**src/rtl/fc_pkg.sv**
```systemverilog
// fc_pkg: shared defaults, FSM encoding and address helper for the FC feature-map reader.
package fc_pkg;

    localparam int NUM_OUT_DEF  = 10;
    localparam int FM_WORDS_DEF = 48;
    localparam int ACC_W_DEF    = 32;
    localparam int MAC_W        = 19;

    typedef enum logic [2:0] {
        ST_IDLE,
        ST_READ,
        ST_DRAIN,
        ST_OUT,
        ST_DONE
    } fc_state_e;

    // Weight rows are stored neuron-major, FM_WORDS words per neuron; wraps at 16 bits.
    function automatic logic [15:0] w_word_addr(input logic [15:0] neuron, input logic [15:0] idx,
                                                input int words);
        return neuron * 16'(words) + idx;
    endfunction

endpackage

```
**src/rtl/fc_mac8.sv**
```systemverilog
// fc_mac8: combinational 8-lane signed 8x8 dot product, 19-bit signed result.
module fc_mac8
    import fc_pkg::*;
(
    input  logic [63:0]              fm_i,
    input  logic [63:0]              w_i,
    output logic signed [MAC_W-1:0]  dot_o
);

    logic signed [MAC_W-1:0] sum;
    logic signed [15:0]      prod;

    always_comb begin
        sum  = '0;
        prod = '0;
        for (int k = 0; k < 8; k++) begin
            prod = 16'(signed'(fm_i[8*k +: 8])) * 16'(signed'(w_i[8*k +: 8]));
            sum  = sum + MAC_W'(prod);
        end
        dot_o = sum;
    end

endmodule

```
**src/rtl/fc_fm_reader.sv**
```systemverilog
// fc_fm_reader: streams the feature map against each neuron's weight row and
// emits one signed dot-product result per neuron.
module fc_fm_reader
    import fc_pkg::*;
#(
    parameter int NUM_OUT  = NUM_OUT_DEF,
    parameter int FM_WORDS = FM_WORDS_DEF,
    parameter int ACC_W    = ACC_W_DEF
) (
    input  logic                    clk,
    input  logic                    rst_n,
    input  logic                    i_fc_start,
    output logic [15:0]             o_fc_fm_addr,
    input  logic [63:0]             i_fc_fm_data,
    output logic [15:0]             o_w_addr,
    input  logic [63:0]             i_w_data,
    output logic signed [ACC_W-1:0] o_fc_result,
    output logic                    o_fc_valid,
    output logic                    o_fc_done,
    output logic                    o_busy
);

    localparam logic [15:0] LAST_IDX    = 16'(FM_WORDS - 1);
    localparam logic [15:0] LAST_NEURON = 16'(NUM_OUT - 1);

    fc_state_e               state_q, state_d;
    logic [15:0]             idx_q, idx_d;
    logic [15:0]             neuron_q, neuron_d;
    logic signed [ACC_W-1:0] acc_q, acc_d;
    logic signed [ACC_W-1:0] result_q, result_d;
    logic                    vld_q;
    logic signed [MAC_W-1:0] dot;

    fc_mac8 u_mac (
        .fm_i  (i_fc_fm_data),
        .w_i   (i_w_data),
        .dot_o (dot)
    );

    always_ff @(posedge clk or negedge rst_n) begin
        if (!rst_n) begin
            state_q  <= ST_IDLE;
            idx_q    <= '0;
            neuron_q <= '0;
            acc_q    <= '0;
            result_q <= '0;
            vld_q    <= 1'b0;
        end else begin
            state_q  <= state_d;
            idx_q    <= idx_d;
            neuron_q <= neuron_d;
            acc_q    <= acc_d;
            result_q <= result_d;
            vld_q    <= (state_q == ST_READ);
        end
    end

    // vld_q marks the cycle where memory returns the word addressed one cycle earlier.
    always_comb begin
        state_d  = state_q;
        idx_d    = idx_q;
        neuron_d = neuron_q;
        result_d = result_q;
        acc_d    = vld_q ? acc_q + ACC_W'(dot) : acc_q;
        case (state_q)
            ST_IDLE: begin
                if (i_fc_start) begin
                    neuron_d = '0;
                    idx_d    = '0;
                    acc_d    = '0;
                    state_d  = ST_READ;
                end
            end
            ST_READ: begin
                idx_d   = idx_q + 16'd1;
                state_d = (idx_q == LAST_IDX) ? ST_DRAIN : ST_READ;
            end
            ST_DRAIN: state_d = ST_OUT;
            ST_OUT: begin
                result_d = acc_q;
                acc_d    = '0;
                if (neuron_q == LAST_NEURON) begin
                    state_d = ST_DONE;
                end else begin
                    neuron_d = neuron_q + 16'd1;
                    idx_d    = '0;
                    state_d  = ST_READ;
                end
            end
            ST_DONE: state_d = ST_IDLE;
            default: state_d = ST_IDLE;
        endcase
    end

    assign o_fc_fm_addr = (state_q == ST_READ) ? (idx_q << 3) : '0;
    assign o_w_addr     = (state_q == ST_READ) ? w_word_addr(neuron_q, idx_q, FM_WORDS) : '0;
    assign o_fc_result  = (state_q == ST_OUT) ? acc_q : result_q;
    assign o_fc_valid   = (state_q == ST_OUT);
    assign o_fc_done    = (state_q == ST_DONE);
    assign o_busy       = (state_q != ST_IDLE);

endmodule
```
**config.mk**
```make
export PLATFORM = sky130hd
export DESIGN_NAME = fc_fm_reader
export DESIGN_NICKNAME = d
export VERILOG_FILES = /design/src/rtl/fc_pkg.sv /design/src/rtl/fc_mac8.sv /design/src/rtl/fc_fm_reader.sv
export SDC_FILE = /design/constraint.sdc
export NUM_CORES = 2
export LEC_CHECK = 0
export ABC_AREA = 1
export BUFFER_PORTS_ARGS = -buffer_cell sky130_fd_sc_hd__buf_2
export CORE_UTILIZATION = 40
export DETAILED_ROUTE_END_ITERATION = 7
export SYNTH_ARGS = -nofsm -noshare
export SYNTH_HDL_FRONTEND = slang
export SYNTH_SLANG_ARGS = --single-unit
```
**constraint.sdc**
```tcl
create_clock -name clk -period 10.6 [get_ports clk]
set_input_delay 3.18 -clock clk [delete_from_list [all_inputs] [get_ports clk]]
set_output_delay 3.18 -clock clk [all_outputs]
set_load 0.02 [all_outputs]
```
* Word level (Yosys, flattened, before mapping) *
Cells that the tools add are included.
W data, S select, Z words.

word-level totals
  register bits after elaboration = 100
  bits of input ports = 131
  output and inout bits = 67

cells by class
  add/sub/neg operators = 11
  $mul = 9
  equality and inequality tests = 8
  muxes and demuxes = 15
  reduce and logical (&&, ||, !) cells = 6

operators by type and width
  operator                 count
  $mul A8 B8 Y16           8
  $mux W32                 3
  $add A19 B16 Y19         5
  $mux W16                 5
  $pmux W32 S2             1
  $pmux W16 S3             1
  $add A16 B1 Y16 const B  2
  $add A32 B19 Y32         1
  $pmux W16 S2             1
  $add A17 B16 Y18         1
  $add A16 B16 Y17         1
  $add A16 B16 Y16         1
  $eq A16 B4 Y1 const B    1
  $eq A16 B6 Y1 const B    1
  $mul A16 B2 Y12 const B  1
  $pmux W3 S4              1
  $eq A3 B2 Y1 const B     2
  $mux W3                  2
  $reduce_and A3 Y1        2
  $reduce_bool A3 Y1       2
  $ne A2 B2 Y1 const B     2
  $eq A3 B1 Y1 const B     1
  $eq A3 B3 Y1 const B     1
  $logic_not A3 Y1         1
  2 further kinds          2

* Longest topological paths before layout *
  depth in word-level cells = 12
  gate-level depth with buffers = 68

* Modules after synthesis *
From an unflattened synthesis, not the netlist that was laid out.

second synthesis, totals
  cells, all modules = 3991
  area total of the unflattened synthesis = 31652.9 µm²

modules (own cells, without submodules)
  module        times used  cells an instance  area each (µm²)  seq. area each (µm²)
  fc_mac8       1           2730               23322.4          0.0
  fc_fm_reader  1           1261               8330.5           2502.4

* Worst setup path before layout *
OpenSTA, ideal clock, no wires.

  path type = in2reg
  from = in i_w_data[0]
  to = reg acc_q[30]
  data arrival time = 15.292 ns
  slack = -4.805 ns
  cell stages on the path = 57
  cell sequence = clkbuf_1 nand2_1 fa_1 inv_1 fa_1 inv_1 fa_1 fa_1 inv_1 fa_1 fa_1 inv_1 fa_1 inv_1 ha_1 a21oi_1 nand2_1 nand2_1 (+21 left out) nand2_1 nand2_1 a21oi_1 o21bai_1 a21oi_1 xor2_1 inv_1 ha_1 nand2_1 inv_1 a21oi_1 o21ai_0 a221oi_1 nand2_1 nand2_1 nand3_1 nand2_1 inv_1

between the ends
  word-level cells in the longest chain between the ends = 12

RTL lines
  element                            RTL line            text
  start, declared                    fc_fm_reader.sv:16  input logic [63:0] i_w_data,
  $mul A8 B8 Y16 (*)                 fc_mac8.sv:17       prod = 16'(signed'(fm_i[8*k +: 8])) * 16'(signed'(w_i[8*k +: 8]));
  $add A16 B16 Y17 (*)               fc_mac8.sv:18       sum = sum + MAC_W'(prod);
  $add A17 B16 Y18 (*)               fc_mac8.sv:18
  $add A19 B16 Y19 (*) (5 in a row)  fc_mac8.sv:18
  $add A32 B19 Y32 (*)               fc_fm_reader.sv:64  acc_d = vld_q ? acc_q + ACC_W'(dot) : acc_q;
  $mux W32 (*)                       fc_fm_reader.sv:64
  $mux W32                           fc_fm_reader.sv:67  if (i_fc_start) begin
  $pmux W32 S2 (*)                   fc_fm_reader.sv:65  case (state_q)
  via acc_d[30]                      fc_fm_reader.sv:29  logic signed [ACC_W-1:0] acc_q, acc_d;
  end signal, assigned               fc_fm_reader.sv:45  acc_q <= '0;
  end signal, assigned               fc_fm_reader.sv:52  acc_q <= acc_d;
  end, declared                      fc_fm_reader.sv:29

The timed path passes the listed nets; every way through them passes the cells marked *.
A chain may end at the register's enable or synchronous reset.

* Worst setup path in the final report *
  from = in i_fc_fm_data[3]
  to = reg acc_q[24]

between the ends
  word-level cells in the longest chain between the ends = 12

RTL lines
  element                            RTL line            text
  start, declared                    fc_fm_reader.sv:14  input logic [63:0] i_fc_fm_data,
  $mul A8 B8 Y16 (*)                 fc_mac8.sv:17
  $add A16 B16 Y17 (*)               fc_mac8.sv:18
  $add A17 B16 Y18 (*)               fc_mac8.sv:18
  $add A19 B16 Y19 (*) (5 in a row)  fc_mac8.sv:18
  $add A32 B19 Y32 (*)               fc_fm_reader.sv:64
  $mux W32 (*)                       fc_fm_reader.sv:64
  $mux W32                           fc_fm_reader.sv:67
  $pmux W32 S2 (*)                   fc_fm_reader.sv:65
  via acc_d[24]                      fc_fm_reader.sv:29

Marked as above.

==> impl.org <==
** Status
- Run status :: finished, violations left
- Failing checks :: negative setup slack

** Setup path
- Length in cells of the worst reg-to-reg path :: 15
- Crit start category :: input port
- Cell with the most instances on the worst path :: fa_1
- Worst endpoint data arrival time :: 15400 ps
- Cell with the biggest individual delay on the critical path :: fa_1
- Delay of the slowest critical-path stage :: 570 ps
- Critical path required time :: 10850 ps
- In this run the worst path has a maximum fanout of 6.
- Worst Setup Path Type :: in -> reg
- STA classifies the critical path endpoint as a flip-flop.

** Synthesis
- Counting every instance in the synthesized netlist gives 3753.
- The synthesized netlist contains 51 unique library cells.
- Cells taking the most area after synthesis :: fa_1, inv_1, ha_1
- Counting flops with a built-in enable in the synthesized netlist gives 0.
- Sequential elements use 8.11% of the synthesized area.
- Most used flip-flop cell after synthesis :: dfrtp_1
- Synthesis inferred 100 register bits.
- Syn_area_per_cell :: 8.22 um^2
- Library cell occupying the most area in the post-synthesis netlist :: fa_1
- Summing every instance area after synthesis gives 0.0308 mm^2.
- The top cell type by area accounts for 43.9% of the synthesized area.
- Counting flops with an async set or reset pin after synthesis yields a share of 100%.
- For this run, the number of Yosys warnings is 0.

** STA
- The number of hold violations in the final report was 0.
- Unrepaired setup endpoints after global routing :: yes
- Across all setup checks in the final design, the least slack found is -4550 ps.
- Setup violations remaining at the end of the flow were counted as 29.
- For the pin with the worst max-slew slack, the measured transition is 1230 ps.
- Post-route fraction of the period consumed by the critical path :: 143%
- The worst pin sits at a relative slew slack of 18.2%.
- Achievable Freq :: 0.0660 GHz
- Clock Skews :: 10.4 ps
- The final number of max-transition violations is 0.
- Subtracting the final worst setup slack from the clock period gives 15150 ps.

** Die
- Die W :: 280 um
- For this configuration, the core starts out at a cell density of 40.5%.
- From bottom edge to top edge, the die measures 280 um.
- Die Area :: 0.0782 mm^2
- CORE AREA :: 0.0761 mm^2
- Number of top-level design ports :: 198
- In this run the core area contains 101 standard-cell rows.

** Finish
- After the last flow step, the layout net total stands at 5302.
- Area growth from synthesis to layout :: 23.7%
- Commonest cells after routing, fill and taps aside :: inv_1, nand2_1, fa_1
- The number of antenna diodes in the final layout is 0.
- Number of filler instances in the final layout :: 7286
- Fraction of final layout cells sized beyond drive strength 1 :: 24.2%
- Measured on the finished design, the core utilization comes to 50.1%.
- Post-route cell area :: 0.0381 mm^2
- Leading cell type in the layout, fill and taps excluded :: inv_1

** Clock tree
- TritonCTS sink count :: 100
- TritonCTS built the clock tree.
- Master cell of the clock root buffer :: clkbuf_16
- Source-to-sink clock delay at the later pin of the worst-skew pair :: 360 ps
- Post-CTS clock slew at the launch and capture registers of the worst setup and hold paths :: 80 ps
- Depth of the CTS H-tree :: 3
- No sink is reached through more buffers than the 2 on the longest clock path.
- TritonCTS created 9 clock buffers.

** Routing
- The count of nets left with antenna violations once routing finished came out at 0.
- For this run, design rule violations remaining after detail routing come to 0.
- In the routed layout, each cell is associated on average with a via count of 4.56.
- Routed wire length per instance :: 15.4 um
- Via total after detailed routing :: 23977
- First-pass DRT Iterations :: 6
- Wires add up to 81000 um.
- Initial DRC Count :: 1307

** Placement
- Port bufs :: 194
- Routability cong. :: 0.921
- Detailed placement finished with a half-perimeter wire length of 72000 um.
- At the placement stage, the worst setup path has a slack of -4940 ps.
- In this run the cell area measured after placement is 0.0363 mm^2.

** GRT
- The initial antenna violation count is 0.
- Global-route total usage across every layer :: 21.8%
- The total overflow left after global routing is 0.
- Pin count of the biggest net entering global routing :: 72
- The number of global-route vias before repair was 25485.
- First-pass GRT wire length :: 134000 um

** Hold path
- Worst min path class :: reg -> reg
- Along the worst hold path, the cell count comes to 2.

** Flow run
- Number of max-cap violations :: 0
-- critical path, delay by kind of cell --
| kind | cells | cell delay [ps] |
|---|---|---|
| adder cells (fa/ha/maj) | 19 | 8370 |
| buffers and inverters | 18 | 1440 |
| AND/OR/NAND/NOR | 9 | 680 |
| XOR/XNOR | 3 | 440 |
| AO/OA/AOI/OAI | 8 | 1290 |
-- cell usage after synthesis, types with 2 or more instances --
| master | n |
|---|---|
| dfrtp_1 | 100 |
| fa_1 | 677 |
| o31ai_1 | 3 |
| nor2_4 | 3 |
| o211ai_1 | 8 |
| o21ai_1 | 2 |
| ha_1 | 266 |
| buf_1 | 4 |
| nor3_1 | 33 |
| inv_2 | 5 |
| nand3b_1 | 2 |
| nor2_2 | 4 |
| a221oi_1 | 2 |
| nand4_4 | 2 |
| nor4_1 | 2 |
| nor2_1 | 135 |
| xnor2_1 | 25 |
| o21a_1 | 5 |
| xor2_1 | 44 |
| nor3_2 | 2 |
| buf_4 | 7 |
| o21bai_1 | 12 |
| nand4_1 | 14 |
| clkbuf_1 | 137 |
| clkinv_1 | 5 |
| nand3_2 | 3 |
| o21ai_0 | 82 |
| a211oi_1 | 7 |
| nand2_1 | 732 |
| a21o_1 | 13 |
| a21oi_1 | 115 |
| o221ai_1 | 2 |
| a21boi_0 | 4 |
| o2111ai_1 | 3 |
| inv_1 | 1180 |
| a31oi_1 | 5 |
| or2_2 | 41 |
| nand3_1 | 54 |
-- layout make-up --
type / instances / area [um^2] / area share (%)
repair buffers: 609 / 4350 / 11.4
clock inverters: 7 / 61.3 / 0.161
flip-flops and latches: 100 / 2500 / 6.56
well taps: 1030 / 1290 / 3.38
multi-input cells: 2317 / 25200 / 66.1
clock buffers: 9 / 225 / 0.590
inverters: 1191 / 4500 / 11.8
-- state kept, by name, summed over array words and instances, names as in the netlist --
name      cells
acc_q        32
vld_q         1
idx_q        16
result_q     32
state_q       3
neuron_q     16
-- logic make-up (layout without fill, tap and decap cells) --
group                      after synthesis  in the layout  share of synthesized area [%]
buffers and inverters                 1339           1816                           16.4
and+or+nand+nor                       1035           1036                           13.9
adders and majority gates              943            943                           54.7
AOI/OAI and AO/OA                      266            266                           4.87
DFF                                    100            100                           8.11
xor gates and xnor gates                69             69                           1.96
other                                    1              3                         0.0122
-- final timing paths --
check / startpoint / to / slack, ps
hold reg to reg: result_q[12]$_DFF_PN0_ / result_q[12]$_DFF_PN0_ / 470
setup reg to reg: state_q[2]$_DFFE_PN0P_ / neuron_q[13]$_DFFE_PN0P_ / 6940
min in group asynchronous: rst_n / neuron_q[6]$_DFFE_PN0P_ / 2740
setup / recovery: i_fc_fm_data[3] / acc_q[24]$_DFF_PN0_ / -4550
max in group asynchronous: rst_n / acc_q[10]$_DFF_PN0_ / 6530
hold / removal: result_q[12]$_DFF_PN0_ / result_q[12]$_DFF_PN0_ / 470
-- per-stage QoR --
stage	hold WS [ps]	instances	setup TNS, ps
4_1_cts	474	5243	-110470
3_5_place_dp	453	5206	-125680
2_1_floorplan	487	3755	-98840
6_report	473	5263	-111720
3_3_place_gp	450	5206	-124090
5_1_grt	494	5263	-124970
-- timing repair --
item | 4_1_cts | 5_1_grt
hold buffers | 0 | 0
setup buffers | 20 | 20
pin swaps | 108 | 109
endpoints found under the setup margin | 29 | 29
gates cloned | 1 | 0
gates resized for setup | 136 | 191
-- layer usage --
| layer | global-route usage (%) | up-vias | routed length, um |
|---|---|---|---|
| li1 | - | 11629 | - |
| met1 | 30.4 | 11805 | 36500 |
| met2 | 37.4 | 493 | 39900 |
| met3 | 2.11 | 50 | 3560 |
| met4 | 3.07 | 0 | 1040 |
| met5 | 0 | - | 0 |
Power is left out: the tool's default activity adds up to more than one toggle a clock period on the data nets, which glitch-free logic cannot reach.
